### src/rtl/s1c88_pkg.sv
// Shared types for the S1C88 bus interface and prefetch unit.
package s1c88_pkg;

    typedef enum logic [1:0] {
        BS_IDLE      = 2'd0,
        BS_IRQ_READ  = 2'd1,
        BS_MEM_WRITE = 2'd2,
        BS_MEM_READ  = 2'd3
    } bus_status_e;

    typedef enum logic [1:0] {
        ST_IDLE = 2'd0,
        ST_ADDR = 2'd1,
        ST_DATA = 2'd2
    } bus_state_e;

    typedef enum logic [1:0] {
        SRC_VEC_LO   = 2'd0,
        SRC_VEC_HI   = 2'd1,
        SRC_DATA     = 2'd2,
        SRC_PREFETCH = 2'd3
    } src_e;

    // Byte address of one half of a vector table entry.
    function automatic logic [7:0] vec_byte_addr(input logic [6:0] idx, input logic hi);
        return {idx, hi};
    endfunction

endpackage

### src/rtl/s1c88_prefetch_queue.sv
// Code-byte FIFO with flush and a registered head; push and pop may coincide at any fill level.
module s1c88_prefetch_queue #(
    parameter int DEPTH = 4
) (
    input  logic                   clk,
    input  logic                   reset,
    input  logic                   flush,
    input  logic                   push,
    input  logic [7:0]             push_data,
    input  logic                   pop,
    output logic [$clog2(DEPTH):0] count,
    output logic                   head_valid,
    output logic [7:0]             head_data
);
    localparam int AW = $clog2(DEPTH);

    logic [7:0]    mem [DEPTH];
    logic [AW-1:0] rd_ptr;
    logic [AW-1:0] wr_ptr;
    logic [AW-1:0] rd_n;
    logic [AW:0]   cnt_after_pop;
    logic [AW:0]   count_n;
    logic          pop_eff;
    logic          push_eff;

    always_comb begin
        pop_eff       = pop && head_valid;
        cnt_after_pop = count - (AW+1)'(pop_eff);
        push_eff      = push && (cnt_after_pop < (AW+1)'(DEPTH));
        count_n       = cnt_after_pop + (AW+1)'(push_eff);
        rd_n          = rd_ptr + AW'(pop_eff);
    end

    always_ff @(posedge clk) begin
        if (push_eff && !flush)
            mem[wr_ptr] <= push_data;
    end

    always_ff @(posedge clk or posedge reset) begin
        if (reset) begin
            rd_ptr     <= '0;
            wr_ptr     <= '0;
            count      <= '0;
            head_valid <= 1'b0;
            head_data  <= 8'h00;
        end else if (flush) begin
            rd_ptr     <= '0;
            wr_ptr     <= '0;
            count      <= '0;
            head_valid <= 1'b0;
        end else begin
            rd_ptr     <= rd_n;
            wr_ptr     <= wr_ptr + AW'(push_eff);
            count      <= count_n;
            head_valid <= (count_n != '0);
            // A push into an otherwise empty queue bypasses storage straight to the head.
            if (count_n != '0)
                head_data <= (cnt_after_pop == '0) ? push_data : mem[rd_n];
        end
    end

endmodule

### src/rtl/s1c88_bus_unit.sv
// Bus arbiter and prefetcher: vector fetch > data access > opcode prefetch on one 8-bit bus.
//   state   | meaning
//   IDLE    | no bus cycle, bus_status 0, arbitration every clock
//   ADDR    | address/status/write data driven, one clock
//   DATA    | strobe active, 1+WAIT_STATES clocks then until bus_ready
module s1c88_bus_unit #(
    parameter int ADDR_W       = 24,
    parameter int PC_W         = 16,
    parameter int DEPTH        = 4,
    parameter int WAIT_STATES  = 0,
    parameter int RESET_VECTOR = 0
) (
    input  logic              clk,
    input  logic              reset,
    input  logic [7:0]        data_in,
    input  logic              bus_ready,
    output logic [ADDR_W-1:0] address_out,
    output logic [7:0]        data_out,
    output logic [1:0]        bus_status,
    output logic              read,
    output logic              write,
    output logic              sync,
    output logic              iack,
    output logic              q_valid,
    output logic [7:0]        q_data,
    input  logic              q_pop,
    input  logic              redirect,
    input  logic [PC_W-1:0]   redirect_pc,
    input  logic              mem_req,
    input  logic              mem_we,
    input  logic [ADDR_W-1:0] mem_addr,
    input  logic [7:0]        mem_wdata,
    output logic              mem_ack,
    output logic [7:0]        mem_rdata,
    input  logic              exc_req,
    input  logic [6:0]        exc_vector,
    output logic              exc_done
);
    import s1c88_pkg::*;

    localparam int WW = (WAIT_STATES > 0) ? $clog2(WAIT_STATES + 1) : 1;

    bus_state_e             state, state_n;
    src_e                   src, src_n;
    logic [WW-1:0]          wait_cnt;
    logic [PC_W-1:0]        pc, pc_n;
    logic                   rst_vec_pend, vec_active, pf_discard;
    logic [6:0]             vec_idx, idx_n;
    logic [7:0]             vec_lo;
    logic [ADDR_W-1:0]      addr_n;
    logic [$clog2(DEPTH):0] q_count;

    logic last_data, arb, sel_valid;
    logic inflight_pf, inflight_data;
    logic exc_pend, data_pend, pf_elig;
    logic vec_hi_done, pf_done, data_done, take_redirect;
    logic q_push, q_flush;

    always_comb begin
        last_data     = (state == ST_DATA) && (wait_cnt == '0) && bus_ready;
        arb           = (state == ST_IDLE) || last_data;
        inflight_pf   = (state != ST_IDLE) && (src == SRC_PREFETCH);
        inflight_data = (state != ST_IDLE) && (src == SRC_DATA);
        vec_hi_done   = last_data && (src == SRC_VEC_HI);
        pf_done       = last_data && (src == SRC_PREFETCH);
        data_done     = last_data && (src == SRC_DATA);
        exc_pend      = rst_vec_pend || (exc_req && !vec_active && !exc_done);
        data_pend     = mem_req && !inflight_data && !mem_ack;
        pf_elig       = ((int'(q_count) + int'(inflight_pf)) < DEPTH)
                        && !exc_req && !vec_active && !rst_vec_pend;
        // A freshly loaded exception PC always beats a redirect arriving around it.
        take_redirect = redirect && !exc_done && !vec_hi_done;
        q_push        = pf_done && !pf_discard && !take_redirect;
        q_flush       = vec_hi_done || take_redirect;
        idx_n         = rst_vec_pend ? 7'(RESET_VECTOR) : exc_vector;
    end

    always_comb begin
        pc_n = pc;
        if (vec_hi_done)
            pc_n = PC_W'({data_in, vec_lo});
        else if (take_redirect)
            pc_n = redirect_pc;
        else if (pf_done && !pf_discard)
            pc_n = pc + PC_W'(1);
    end

    always_comb begin
        src_n     = src;
        sel_valid = 1'b1;
        if (last_data && (src == SRC_VEC_LO))
            src_n = SRC_VEC_HI;
        else if (exc_pend)
            src_n = SRC_VEC_LO;
        else if (data_pend)
            src_n = SRC_DATA;
        else if (pf_elig)
            src_n = SRC_PREFETCH;
        else
            sel_valid = 1'b0;

        state_n = state;
        case (state)
            ST_IDLE: if (sel_valid) state_n = ST_ADDR;
            ST_ADDR: state_n = ST_DATA;
            ST_DATA: if (last_data) state_n = sel_valid ? ST_ADDR : ST_IDLE;
            default: state_n = ST_IDLE;
        endcase

        case (src_n)
            SRC_VEC_LO: addr_n = ADDR_W'(vec_byte_addr(idx_n, 1'b0));
            SRC_VEC_HI: addr_n = ADDR_W'(vec_byte_addr(vec_idx, 1'b1));
            SRC_DATA:   addr_n = mem_addr;
            default:    addr_n = ADDR_W'(pc_n);
        endcase
    end

    always_ff @(posedge clk or posedge reset) begin
        if (reset) begin
            state        <= ST_IDLE;
            src          <= SRC_PREFETCH;
            wait_cnt     <= '0;
            pc           <= '0;
            rst_vec_pend <= 1'b1;
            vec_active   <= 1'b0;
            vec_idx      <= '0;
            vec_lo       <= 8'h00;
            pf_discard   <= 1'b0;
            address_out  <= '1;
            data_out     <= 8'hFF;
            bus_status   <= BS_IDLE;
            read         <= 1'b0;
            write        <= 1'b0;
            sync         <= 1'b0;
            iack         <= 1'b0;
            mem_ack      <= 1'b0;
            mem_rdata    <= 8'h00;
            exc_done     <= 1'b0;
        end else begin
            state    <= state_n;
            pc       <= pc_n;
            mem_ack  <= data_done;
            exc_done <= vec_hi_done;
            read     <= (state_n == ST_DATA) && (bus_status != BS_MEM_WRITE);
            write    <= (state_n == ST_DATA) && (bus_status == BS_MEM_WRITE);

            if (data_done && (bus_status == BS_MEM_READ))
                mem_rdata <= data_in;
            if (last_data && (src == SRC_VEC_LO))
                vec_lo <= data_in;
            if (vec_hi_done)
                vec_active <= 1'b0;

            if ((state == ST_ADDR) && (state_n == ST_DATA))
                wait_cnt <= WW'(WAIT_STATES);
            else if ((state == ST_DATA) && (wait_cnt != '0))
                wait_cnt <= wait_cnt - WW'(1);

            // The fetch already on the bus carries the old PC; its byte must not reach the queue.
            if (state_n == ST_ADDR)
                pf_discard <= 1'b0;
            else if (take_redirect && inflight_pf)
                pf_discard <= 1'b1;

            if (state_n == ST_ADDR) begin
                src         <= src_n;
                address_out <= addr_n;
                sync        <= (src_n == SRC_PREFETCH);
                iack        <= (src_n == SRC_VEC_LO) || (src_n == SRC_VEC_HI);
                data_out    <= ((src_n == SRC_DATA) && mem_we) ? mem_wdata : 8'hFF;
                case (src_n)
                    SRC_VEC_LO, SRC_VEC_HI: bus_status <= BS_IRQ_READ;
                    SRC_DATA:               bus_status <= mem_we ? BS_MEM_WRITE : BS_MEM_READ;
                    default:                bus_status <= BS_MEM_READ;
                endcase
                if (src_n == SRC_VEC_LO) begin
                    vec_idx      <= idx_n;
                    vec_active   <= 1'b1;
                    rst_vec_pend <= 1'b0;
                end
            end else if (state_n == ST_IDLE) begin
                bus_status <= BS_IDLE;
                sync       <= 1'b0;
                iack       <= 1'b0;
            end
        end
    end

    s1c88_prefetch_queue #(.DEPTH(DEPTH)) u_queue (
        .clk        (clk),
        .reset      (reset),
        .flush      (q_flush),
        .push       (q_push),
        .push_data  (data_in),
        .pop        (q_pop),
        .count      (q_count),
        .head_valid (q_valid),
        .head_data  (q_data)
    );

endmodule

### config.mk
export PLATFORM = sky130hd
export DESIGN_NAME = s1c88_bus_unit
export DESIGN_NICKNAME = d
export VERILOG_FILES = /design/src/rtl/s1c88_pkg.sv /design/src/rtl/s1c88_prefetch_queue.sv /design/src/rtl/s1c88_bus_unit.sv
export SDC_FILE = /design/constraint.sdc
export NUM_CORES = 1
export LEC_CHECK = 0
export ABC_AREA = 0
export ABC_CLOCK_PERIOD_IN_PS = 3000
export CORE_ASPECT_RATIO = 0.8
export CORE_UTILIZATION = 46
export CTS_CLUSTER_DIAMETER = 150
export DETAILED_ROUTE_END_ITERATION = 6
export GPL_TIMING_DRIVEN = 0
export PLACE_DENSITY = 0.83
export SYNTH_ARGS = -nofsm -noshare
export SYNTH_HDL_FRONTEND = slang
export SYNTH_SLANG_ARGS = --single-unit
export TNS_END_PERCENT = 30
### constraint.sdc
create_clock -name clk -period 3 [get_ports clk]
set_input_delay 0.45 -clock clk [delete_from_list [all_inputs] [get_ports clk]]
set_output_delay 0.45 -clock clk [all_outputs]
set_load 0.005 [all_outputs]
==> flow_metrics.py <==
metrics = {
    "layout": {
        "diodes": 0,
        "final_core_util": 0.640,
        "synthToLayoutAreaGrowth_pct": 34.1,
        "fin_nets": 773,
        "layout-drive-gt1-share": 0.167,
        "final_cell_area_sq_um": 8320,
    },
    "worst_setup_path": {
        "crit_type": "in -> reg",
        "crit_family": "adder cells",
        "cp_slowest_cell": "clkdlybuf4s50_1",
        "crit_chain": "clkdlybuf4s50_1 > and2_1 > ha_1 > ha_1 > xor2_2 > a2111oi_4 > ha_1 > ha_1 > xnor2_1 > a21oi_4 > buf_2 > nor2_1 > a21oi_1",
        "critPathMaxFanout": 10,
        "critPathMaxStageDelay_ns": 0.39,
        "cp_num_buf_inv": 2,
        "timing.critical_path.mode_cell": "ha_1",
        "setup.worst_path.start_class": "input port",
        "end_kind": "register",
        "crit_required_ns": 3.35,
        "cp.arrival_ns": 3.15,
    },
    "pwr": {
        "p_per_area_nw_per_um2": 921,
        "ir_drop_uv": 532,
        "pwr-share-seq": 0.376,
        "p_leak_nw": 3.36,
        "swShare": 0.339,
        "clkPwrFrac": 0.249,
        "switchingPower_mw": 2.60,
        "combPwrFrac": 0.375,
        "intPower_mw": 5.07,
    },
    "die": {
        "pin_count": 128,
        "chipHeight_microns": 106,
        "initial_utilization": 0.477,
        "die-area_sq_um": 14000,
        "rows": 37,
        "dieWidth_microns": 132,
        "core_area_sq_um": 13000,
    },
    "outcome": {
        "outcome": "completed",
    },
    "yosys": {
        "syn_area_sq_um": 6200,
        "synth_top_family_by_area": "simple AND/OR/NAND/NOR gates",
        "synth_fa_ha_area_frac": 0.0141,
        "syn_inst": 546,
        "synth_flop_cell": "dfrtp_1",
        "muxShareOfSynthArea": 0.0740,
        "synth-compound-area-share": 0.111,
        "yosys_warnings": 0,
        "synth_edf_count": 32,
        "synthXorXnorAreaFrac": 0.0240,
        "ys_seq_elements": 135,
        "synth-seq-area-share": 0.577,
        "syn_avg_cell_area_sq_um": 11.4,
        "ys_types": 57,
        "yosys.area_share.simple": 0.173,
        "synth_nets": 624,
        "async_reset_ff_frac": 0.763,
    },
    "clocking": {
        "clk-insertion-delay-late_ns": 0.43,
        "clockRootBuffer": "clkbuf_16",
        "clkTransAtPathRegs_ns": 0.06,
        "htree_levels": 4,
        "cts_tree": "done",
        "clk_path_buf_depth": 2,
        "cts_buffers": 17,
        "cts_sinks": 135,
    },
    "timing": {
        "finalWorstSetupSlack_ns": 0.198,
        "skew_ns": 0.0135,
        "maxSlewViolCount": 0,
        "fin_crit_sh": 0.934,
        "setup_viol": 0,
        "max_freq_ghz": 0.357,
        "finalCriticalPeriod_ns": 2.80,
        "worstMarginPinSlew_ns": 0.883,
        "tns_ns": 0,
        "hold_viol": 0,
        "slew_headroom": 0.408,
        "hold_ws_ns": 0.392,
    },
    "worst_hold_path": {
        "worstHoldPathType": "in -> async",
    },
    "flow_run": {
        "maxCapViolCount": 0,
    },
    "place": {
        "pre_cts_ws_ns": -1.06,
        "dp_hpwl_microns": 12400,
        "dpl_cell_area_sq_um": 7740,
        "place_congestion": 0.928,
        "port_buffers": 127,
    },
    "global_route": {
        "grt_max_degree": 45,
        "grt_pass1_wl_microns": 26600,
        "grt_use_total": 0.255,
        "first_global_vias": 4953,
        "overflow": 0,
        "antenna_found_initial": 0,
    },
    "drt": {
        "vias": 5094,
        "via_per_inst": 5.77,
        "first_pass_iters": 5,
        "detail-route-antenna-nets": 0,
        "drt_iter0_markers": 610,
        "routedWlPerCell_microns": 19.5,
        "wl_microns": 17200,
        "drc_errors": 0,
    },
}
==> per-stage QoR <==
step	std cells	power (mW)
3_3_place_gp	848	5.58
6_report	883	7.67
4_1_cts	882	7.65
2_1_floorplan	546	4.45
3_5_place_dp	850	5.71
5_1_grt	883	8.08
==> cell usage after synthesis (13+ instances only) <==
cell type   n  area share
nand2_1    80       0.048
dfrtp_1    68        0.27
dfstp_2    35        0.15
edfxtp_1   32        0.15
nor2_1     32       0.019
nand3_1    28       0.023
o21ai_0    23       0.019
a21oi_1    20       0.016
mux2_2     15       0.027
nor2b_1    15       0.015
xnor2_1    14       0.020
and3_1     13       0.013
clkbuf_1   13      0.0079
==> layout by cell type, fill, tap and decap left out, types with 7 or more instances in the layout <==
cell,n
a21oi_1,19
clkdlybuf4s50_1,127
mux2_2,15
dfrtp_1,68
mux4_2,8
clkbuf_1,16
nor2_1,32
edfxtp_1,32
a211oi_1,7
nand2_1,80
clkbuf_16,17
o22a_1,8
and3_1,13
nand3_1,28
nor3_1,10
o211ai_1,9
o21ai_0,23
inv_1,10
ha_1,7
buf_2,12
nor2b_1,15
dfstp_2,35
xnor2_1,14
mux2i_1,11
==> power by group through the flow <==
stage	registers [mW]	logic, mW	clock network [mW]
global route	2.94	3.13	2.01
floorplan	2.85	1.60	0
CTS	2.88	2.85	1.92
detailed placement	2.90	2.81	0
finish	2.88	2.88	1.91
global placement	2.87	2.71	0
==> routing by layer <==
| layer | track usage | vias to the layer above | wire (microns) |
|---|---|---|---|
| met4 | 0.105 | 0 | 393 |
| met3 | 0.0577 | 37 | 1370 |
| met5 | 0 | - | 0 |
| met2 | 0.390 | 264 | 8030 |
| met1 | 0.352 | 2524 | 7380 |
| li1 | - | 2269 | - |
==> registers in the layout, summed over array words and instances, names as in the netlist, 3 cells and up <==
register and flops:
u_queue.head_data 8, u_queue.count 3, data_out 8, mem_rdata 8
u_queue.mem 32, pc 16, address_out 24, vec_idx 7
vec_lo 8
==> logic make-up (layout without fill, tap and decap cells) <==
logic type      count (synthesis)  count (layout)
xor+xnor                       17              17
simple gates                  213             213
mux                            34              34
buf+inv                        38             200
flops                         135             135
fa+ha+maj                       7               7
compound gates                102             102
==> final cells by class <==
type	instances	area [sq um]
Timing Repair Buffer	130	1320
Fill cell	971	4690
Buffer	26	124
Tap cell	175	219
Sequential cell	135	3580
Multi-Input combinational cell	373	2490
Clock buffer	22	454
Clock inverter	10	81.3
Inverter	12	48.8
==> timing repair <==
action | 4_1_cts | 5_1_grt
endpoints found under the setup margin | 17 | 8
hold buffers | 0 | 0
buffers inserted | 0 | 1
hold endpoints to repair | 0 | 0
pin swaps | 1 | 1
resized for setup | 5 | 2
==> path summary, 6_finish.rpt <==
path,startpoint,to,slack [ns],cells past startpoint
setup / recovery,q_pop,u_queue.head_data[0],0.20,13
hold / removal,reset,u_queue.head_data[1],0.39,2
setup reg to reg,u_queue.head_valid,u_queue.head_data[0],0.28,12
hold reg to reg,address_out[23],address_out[23],0.45,2
max in group asynchronous,reset,address_out[12],1.70,4
min in group clk,address_out[23],address_out[23],0.45,2
Note: power is estimated with default switching activity, not from simulation.
